==> src/rtl/mvu_pkg.sv <==
// +----------------------------------------------------------------------------+
// | mvu_pkg                                                                    |
// | Shared MVU geometry constants and the detransposer state encoding.         |
// | Revision: 1.0                                                              |
// +----------------------------------------------------------------------------+
`default_nettype none

package mvu_pkg;

    localparam int N       = 64;
    localparam int BDBANKA = 15;
    localparam int BDBANKW = 64;

    typedef enum logic [1:0] {
        IDLE   = 2'd0,
        READ   = 2'd1,
        DRAIN  = 2'd2,
        OUTPUT = 2'd3
    } mvu_detrans_state_e;

endpackage

`default_nettype wire

==> src/rtl/mvu_rd_lat_pipe.sv <==
// +----------------------------------------------------------------------------+
// | mvu_rd_lat_pipe                                                            |
// | Delays the RAM read strobe by RD_LAT cycles to mark when data returns.     |
// | Revision: 1.0                                                              |
// +----------------------------------------------------------------------------+
`default_nettype none

module mvu_rd_lat_pipe #(
    parameter int RD_LAT = 1
) (
    input  logic clk,
    input  logic rst_n,
    input  logic i_rd_en,
    output logic o_cap_en
);

    generate
        if (RD_LAT == 1) begin : g_single
            logic r_q;
            always_ff @(posedge clk or negedge rst_n) begin
                if (!rst_n) r_q <= 1'b0;
                else        r_q <= i_rd_en;
            end
            assign o_cap_en = r_q;
        end else begin : g_chain
            logic [RD_LAT-1:0] r_q;
            always_ff @(posedge clk or negedge rst_n) begin
                if (!rst_n) r_q <= '0;
                else        r_q <= {r_q[RD_LAT-2:0], i_rd_en};
            end
            assign o_cap_en = r_q[RD_LAT-1];
        end
    endgenerate

endmodule

`default_nettype wire

==> src/rtl/mvu_data_detransposer.sv <==
// +----------------------------------------------------------------------------+
// | mvu_data_detransposer                                                      |
// | Reads MSB-first bit-planes from MVU RAM and streams out whole elements.    |
// | Revision: 1.0                                                              |
// +----------------------------------------------------------------------------+
`default_nettype none

module mvu_data_detransposer
    import mvu_pkg::*;
#(
    parameter int NUM_WORDS     = N,
    parameter int XLEN          = 32,
    parameter int MVU_ADDR_LEN  = BDBANKA,
    parameter int MVU_DATA_LEN  = BDBANKW,
    parameter int MAX_DATA_PREC = 16,
    parameter int RD_LAT        = 1
) (
    input  logic                    clk,
    input  logic                    rst_n,
    input  logic [4:0]              prec,
    input  logic [MVU_ADDR_LEN-1:0] baddr,
    input  logic                    start,
    output logic                    busy,
    output logic                    mvu_rd_en,
    output logic [MVU_ADDR_LEN-1:0] mvu_rd_addr,
    input  logic [MVU_DATA_LEN-1:0] mvu_rd_word,
    output logic [XLEN-1:0]         oword,
    output logic                    ovalid,
    input  logic                    oready,
    output logic                    done,
    output logic                    err
);

    localparam int                    c_iw        = (NUM_WORDS > 1) ? $clog2(NUM_WORDS) : 1;
    localparam logic [c_iw-1:0]       c_last_idx  = c_iw'(NUM_WORDS - 1);
    localparam logic [5:0]            c_max_prec  = 6'(MAX_DATA_PREC);

    mvu_detrans_state_e       r_state;
    logic [4:0]               r_prec;
    logic [4:0]               r_rd_cnt;
    logic [4:0]               r_cap_cnt;
    logic [c_iw-1:0]          r_idx;
    logic [MAX_DATA_PREC-1:0] r_acc [NUM_WORDS];

    logic                     w_cap_en;
    logic                     w_prec_bad;
    logic                     w_accept;
    logic [c_iw-1:0]          w_idx_nxt;
    logic [c_iw-1:0]          w_sel_idx;
    logic [XLEN-1:0]          w_sel_word;

    mvu_rd_lat_pipe #(
        .RD_LAT (RD_LAT)
    ) u_rd_lat_pipe (
        .clk      (clk),
        .rst_n    (rst_n),
        .i_rd_en  (mvu_rd_en),
        .o_cap_en (w_cap_en)
    );

    assign busy       = (r_state != IDLE);
    assign w_prec_bad = (prec == 5'd0) || ({1'b0, prec} > c_max_prec);
    assign w_accept   = (r_state == IDLE) && start && !w_prec_bad;
    assign w_idx_nxt  = r_idx + c_iw'(1);
    assign w_sel_idx  = (r_state == OUTPUT) ? w_idx_nxt : '0;

    // Zero-extend the selected accumulator to the output width.
    always_comb begin
        w_sel_word                      = '0;
        w_sel_word[MAX_DATA_PREC-1:0]   = r_acc[w_sel_idx];
    end

    always_ff @(posedge clk or negedge rst_n) begin
        if (!rst_n) begin
            r_state     <= IDLE;
            r_prec      <= '0;
            r_rd_cnt    <= '0;
            r_cap_cnt   <= '0;
            r_idx       <= '0;
            mvu_rd_en   <= 1'b0;
            mvu_rd_addr <= '0;
            ovalid      <= 1'b0;
            oword       <= '0;
            done        <= 1'b0;
            err         <= 1'b0;
        end else begin
            done <= 1'b0;
            err  <= 1'b0;
            if (w_cap_en) r_cap_cnt <= r_cap_cnt + 5'd1;
            case (r_state)
                IDLE: begin
                    if (start) begin
                        if (w_prec_bad) begin
                            err <= 1'b1;
                        end else begin
                            r_state     <= READ;
                            r_prec      <= prec;
                            r_rd_cnt    <= '0;
                            r_cap_cnt   <= '0;
                            mvu_rd_en   <= 1'b1;
                            mvu_rd_addr <= baddr;
                        end
                    end
                end
                READ: begin
                    if (r_rd_cnt == r_prec - 5'd1) begin
                        mvu_rd_en   <= 1'b0;
                        mvu_rd_addr <= '0;
                        r_state     <= DRAIN;
                    end else begin
                        r_rd_cnt    <= r_rd_cnt + 5'd1;
                        mvu_rd_addr <= mvu_rd_addr + MVU_ADDR_LEN'(1);
                    end
                end
                DRAIN: begin
                    // Every plane has landed in the accumulators once the count matches.
                    if (r_cap_cnt == r_prec) begin
                        r_state <= OUTPUT;
                        r_idx   <= '0;
                        ovalid  <= 1'b1;
                        oword   <= w_sel_word;
                    end
                end
                OUTPUT: begin
                    if (oready) begin
                        if (r_idx == c_last_idx) begin
                            ovalid  <= 1'b0;
                            oword   <= '0;
                            done    <= 1'b1;
                            r_state <= IDLE;
                        end else begin
                            r_idx <= w_idx_nxt;
                            oword <= w_sel_word;
                        end
                    end
                end
                default: r_state <= IDLE;
            endcase
        end
    end

    // Accumulators need no reset: every accepted start clears them.
    always_ff @(posedge clk) begin
        if (w_accept) begin
            for (int j = 0; j < NUM_WORDS; j++) r_acc[j] <= '0;
        end else if (w_cap_en) begin
            for (int j = 0; j < NUM_WORDS; j++)
                r_acc[j] <= {r_acc[j][MAX_DATA_PREC-2:0], mvu_rd_word[j]};
        end
    end

endmodule

`default_nettype wire

==> config.mk <==
export PLATFORM = sky130hd
export DESIGN_NAME = mvu_data_detransposer
export DESIGN_NICKNAME = d
export VERILOG_FILES = /design/src/rtl/mvu_pkg.sv /design/src/rtl/mvu_rd_lat_pipe.sv /design/src/rtl/mvu_data_detransposer.sv
export SDC_FILE = /design/constraint.sdc
export NUM_CORES = 2
export LEC_CHECK = 0
export ABC_CLOCK_PERIOD_IN_PS = 27500
export BUFFER_PORTS_ARGS = -buffer_cell sky130_fd_sc_hd__buf_2
export CAP_MARGIN = 20
export CORE_AREA = 2 2 307 309
export CTS_CLUSTER_DIAMETER = 60
export DETAILED_ROUTE_END_ITERATION = 10
export DIE_AREA = 0 0 309 311
export GPL_TIMING_DRIVEN = 1
export PLACE_DENSITY = 0.71
export SLEW_MARGIN = 20
export SYNTH_ARGS = -nofsm -noshare
export SYNTH_HDL_FRONTEND = slang
export SYNTH_SLANG_ARGS = --single-unit
==> constraint.sdc <==
create_clock -name clk -period 27.5 [get_ports clk]
set_clock_uncertainty 0.1 [all_clocks]
set_input_delay 0 -clock clk [delete_from_list [all_inputs] [get_ports clk]]
set_output_delay 0 -clock clk [all_outputs]
set_load 0.05 [all_outputs]
# Word level (Yosys, flattened, before mapping)

Memory sizes are Yosys's and may differ from the RTL's.
Index checks and enable logic that the tools add are counted.

$mul: 0
Equal/unequal tests: 14
Shift-type cells: 0
Add/subtract/negate cells: 5
Reductions and logical operators: 17
Mux-type cells: 111
Div/mod/pow operators: 0
Bitwise logic cells: 65
Order comparisons: 1

Operators by type and width:

| kind                  | number |
|---|---|
| $mux 16               | 65 |
| $mux 32               | 2 |
| $or 1x1->1            | 64 |
| $pmux 32 s2           | 1 |
| $mux 15               | 3 |
| $mux 5                | 7 |
| $pmux 15 s2           | 1 |
| $mux 6                | 4 |
| $mux 1                | 17 |
| $reduce_and 4->1      | 4 |
| $add 15x1->15 const B | 1 |
| $ne 2x2->1 const B    | 7 |
| $mux 2                | 6 |
| $pmux 6 s2            | 1 |
| $add 5x1->5 const B   | 2 |
| $eq 5x5->1            | 2 |
| $pmux 5 s2            | 1 |
| $reduce_and 3->1      | 3 |
| $pmux 2 s4            | 1 |
| $add 6x1->6 const B   | 1 |
| $eq 6x6->1 const B    | 1 |
| $reduce_and 6->1      | 1 |
| $reduce_bool 2->1     | 3 |
| $gt 5x5->1 const B    | 1 |
| other kinds (11)      | 14 |

Latch bits: 0
RAM bits: 1024
Bits in registers: 75
Bits of input ports: 88
Memories kept: 1
ROM bits: 0

Memory list:

| name  | depth | width | rd ports | clocked after memory_dff | wr ports | RTL line                    | text |
|---|---|---|---|---|---|---|---|
| r_acc | 64    | 16    | 65       | 0                        | 64       | mvu_data_detransposer.sv:43 | `logic [MAX_DATA_PREC-1:0] r_acc [NUM_WORDS];` |

# Logic depth before layout (Yosys ltp)

Depth in word-level cells: 7
Mapped depth: 12
Gate-level depth less buffers: 8

# By module

A second synthesis with hierarchy kept.

Cell total of the unflattened synthesis: 3799
Area, all modules: 49656.4 µm²

Modules (own cells, without submodules):

| module                | times used | cells each | area each (µm²) | sequential area each (µm²) |
|---|---|---|---|---|
| mvu_data_detransposer | 1          | 3798       | 49631.4         | 32200.9 |
| mvu_rd_lat_pipe       | 1          | 1          | 25.0            | 25.0 |

# Worst setup path after synthesis

OpenSTA, ideal clock, no wires.

Path type: register to register
Start: register u_rd_lat_pipe.g_single.r_q, in the netlist u_rd_lat_pipe.o_cap_en
End: memory r_acc[0][0], enable pin
Clock period less this slack: 26.793 ns
Path buffers: 2
Arrival: 25.108 ns
Cell stages (with the launch flop): 4
Path slack: 0.707 ns
Cells stage by stage: dfrtp_1 > clkbuf_1 > clkbuf_1 > nand2b_1

RTL lines:

| what                   | RTL line                    | text |
|---|---|---|
| start, declared        | mvu_rd_lat_pipe.sv:19       | `logic r_q;` |
| start signal, assigned | mvu_rd_lat_pipe.sv:22       | `else r_q <= i_rd_en;` |
| end, declared          | mvu_data_detransposer.sv:43 |  |

# Worst setup path after layout

Start: register r_idx[0]
End: register oword[6]

Longest elaborated chain between the ends: 6

RTL lines:

| what                   | RTL line                     | text |
|---|---|---|
| start, declared        | mvu_data_detransposer.sv:42  | `logic [c_iw-1:0] r_idx;` |
| start signal, assigned | mvu_data_detransposer.sv:132 | `r_idx <= w_idx_nxt;` |
| $add 6x1->6            | mvu_data_detransposer.sv:64  | `assign w_idx_nxt = r_idx + c_iw'(1);` |
| $mux 6                 | mvu_data_detransposer.sv:65  | `assign w_sel_idx = (r_state == OUTPUT) ? w_idx_nxt : '0;` |
| $mem_v2 64x16          | --                           |  |
| $mux 16                | mvu_data_detransposer.sv:126 | `if (r_idx == c_last_idx) begin` |
| $mux 32                | mvu_data_detransposer.sv:125 | `if (oready) begin` |
| $pmux 32 s2 (*)        | mvu_data_detransposer.sv:90  | `case (r_state)` |
| end signal, assigned   | mvu_data_detransposer.sv:121 | `oword <= w_sel_word;` |
| end signal, assigned   | mvu_data_detransposer.sv:133 | `oword <= w_sel_word;` |
| end, declared          | mvu_data_detransposer.sv:27  | `output logic [XLEN-1:0] oword,` |

Mark *: on every way between the ends. The rest lies on a longest branch, timed or not. The select of a mux whose other input is x is not followed.
A chain may end at the register's enable or synchronous reset.

==> metrics.md <==
| Metric | Value |
|---|---|
| Status | `complete, no violations` |
| Via count | `32.5k` |
| Ys async rst share | `0.0545` |
| Dpl ws | `21.86 ns` |
| Via/cell ratio | `6.13` |
| Leak | `20.1 nW` |
| Worst-margin pin slew | `1.11 ns` |
| Area grow syn2layout | `12.3%` |
| Reg clk slew, reported paths | `0.06 ns` |
| Hold path start | `mvu_rd_word[45]` |
| # resized after CTS | `0` |
| Worst setup EP type | `flop` |
| Cell Count, Final, Fillers Out | `5297` |
| Setup CP Type | `reg -> reg` |
| Clk_lat worst skew | `0.69 ns` |
| I/O Pins | `140` |
| Die area | `96100 sq um` |
| Clock sinks | `1083` |
| # DRC | `0` |
| R2R Path Start | `r_idx[0]` |
| Unrepaired setup endpoints after global routing | `no` |
| DRT iter0 DRCs | `3735` |
| Nets@finish | `4036` |
| Max Fclk | `0.176 GHz` |
| Final Max Tran Viols | `0` |
| Initial Util | `0.547` |
| Antenna violations before repair | `8` |
| Max Cap Viol | `0` |
| CP max FO | `64` |
| Syn avg cell area | `13.1 sq um` |
| Final period utilization | `0.206` |
| Clock Tree Root | `clkbuf_16` |
| Routed WL | `120000 microns` |
| Max transition margin | `0.261` |
| Row cnt | `112` |
| Main synth FF type | `edfxtp_1` |
| DP Cell Count | `4947` |
| Global-route wire length before repair | `184000 microns` |
| Layout cells sized above 1 | `0.114` |
| Hold WC Path Type | `in -> reg` |
| Hold Path Sink | `r_acc[45][0]` |
| H-Tree Depth | `3` |
| Reg2reg setup slack | `21.83 ns` |
| Hold buffer count at cts | `126` |
| Most frequent cells in the layout | `edfxtp_1, and3_1, and2_1, nand2_1, mux2i_1` |
| Clock buffer depth | `3` |
| Pin count of the biggest net entering global routing | `275` |
| Tot GR Track Use | `0.248` |
| Buffers on Ports | `123` |
| Final Hold Viols | `0` |
| Reg-to-Reg End | `oword[6]` |
| Pre-Repair DR Iteration Count | `6` |
| Leading cell type in the layout, fill and taps excluded | `edfxtp_1` |
| Synth Register Bits | `1083` |
| VDD IR max | `0.0000473 V` |
| Distinct cell type count of the synthesized netlist | `73` |
| EDFF count, synth | `1024` |
| Setup violations, final | `0` |
| Seq/Total Area, Yosys | `0.635` |
| DRT antenna net count | `0` |
| CTS tree | `built` |
| Power per cell area | `58.6 nW/um^2` |
| Die Ht | `311 microns` |
| Setup TNS | `0 ns` |
| Number of global-route vias before repair | `32.0k` |
| Yosys warns | `0` |
| Setup bufs post-CTS | `0` |
| Total gr overflow | `0` |
| WL per Instance | `22.7 microns` |
| Final core occ | `0.615` |
| Final setup margin | `21.83 ns` |
| Tot Pwr | `3.34 mW` |
| WP data arrival | `6.14 ns` |
| Hold Crit Depth | `3` |
| Worst setup SP type | `flop` |
| CP required | `27.97 ns` |
| Die Span X | `309 microns` |
| Fin crit period | `5.67 ns` |
| Worst Reg2Reg Path Length in Cells | `12` |
| Cell Area, Synth | `50800 sq um` |
| TritonCTS buffer count | `116` |
| Placeable Area | `92800 sq um` |
| Cells after Synth | `3881` |
| GP Congestion | `0.792` |
| Post-DP HPWL | `68400 microns` |
[per-stage QoR]
step	instance area [sq um]	hold slack (ns)
3_3_place_gp	51900	0.121
5_1_grt	57000	0.0569
2_1_floorplan	50800	-0.396
3_5_place_dp	51900	0.128
4_1_cts	57000	0.0148
6_report	57000	0.0567
[area by class of cell]
| cell class | count | area (sq um) |
|---|---|---|
| Clock inverter | 68 | 579 |
| Inverter | 15 | 57.6 |
| Antenna cell | 1 | 2.50 |
| Tap cell | 1254 | 1570 |
| Multi-Input combinational cell | 2407 | 16900 |
| Clock buffer | 153 | 3200 |
| Fill cell | 6969 | 35700 |
| Timing Repair Buffer | 316 | 2470 |
| Sequential cell | 1083 | 32200 |
[cell families (layout without fill, tap and decap cells)]
kind of cell               Yosys count  after routing  synth area share
AOI/OAI and AO/OA                  603            603            0.0909
DFF                               1083           1083             0.635
and+or+nand+nor                   1562           1562             0.180
buffers and inverters              406            552            0.0363
other                                1             17         0.0000738
adders and majority gates            9              9           0.00222
xor gates and xnor gates            21             21           0.00392
muxes                              196            196            0.0524
[routing by layer]
metal,track usage,part of all wire,vias up
met5,0,0.00015,-
met3,0.0339,0.070,191
met1,0.345,0.42,16110
met2,0.408,0.49,1221
li1,-,-,14931
met4,0.0746,0.022,2
[where the power goes]
part / internal (mW) / switching (mW)
Combinational: 0.0158 / 0.0144
Clock: 0.893 / 0.641
Sequential: 1.78 / 0
Total: 2.69 / 0.655
[how the worst max path moves through the flow]
stage	startpoint	end	slack [ns]	depth (start not counted)
2_1_floorplan	u_rd_lat_pipe.o_cap_en	r_acc[0][0]	0.71	3
3_3_place_gp	r_idx[0]	oword[1]	21.93	12
3_5_place_dp	r_idx[0]	oword[6]	21.86	12
4_1_cts	r_idx[0]	oword[6]	21.82	12
5_1_grt	r_idx[0]	oword[3]	21.53	12
6_report	r_idx[0]	oword[6]	21.83	12
[worst max-delay path, stage by stage (launching register included)]
cell and delay (ns):
dfrtp_4 0.75, buf_4 0.67, ha_4 0.33, xnor2_4 0.08, buf_4 0.28, nor2_4 0.13
buf_4 0.67, buf_4 0.75, buf_4 0.61, mux4_2 0.40, a22oi_1 0.20, a31oi_1 0.11
a211o_1 0.32
[flip-flops by register name, indices dropped and copies added, names as in the netlist]
signal and flops:
done 1, err 1, mvu_rd_addr 15, mvu_rd_en 1, ovalid 1, oword 16
r_acc 1024, r_cap_cnt 5, r_idx 6, r_prec 5, r_rd_cnt 5, r_state 2
u_rd_lat_pipe.o_cap_en 1
[synth_stat cells (46+ instances only)]
cell type / instances / share of area
nor2b_1: 53 / 0.0065
o221ai_1: 47 / 0.0081
clkbuf_1: 239 / 0.018
a211oi_1: 77 / 0.011
buf_2: 92 / 0.0091
nand3_1: 46 / 0.0045
nand2b_1: 53 / 0.0065
and3_1: 559 / 0.069
mux2i_1: 137 / 0.027
edfxtp_1: 1024 / 0.61
o2111ai_1: 48 / 0.0083
mux4_2: 53 / 0.024
nand2_1: 230 / 0.017
o22ai_1: 79 / 0.0097
dfrtp_1: 59 / 0.029
and2_1: 496 / 0.061
No activity file was read; power rests on OpenSTA's default activity.
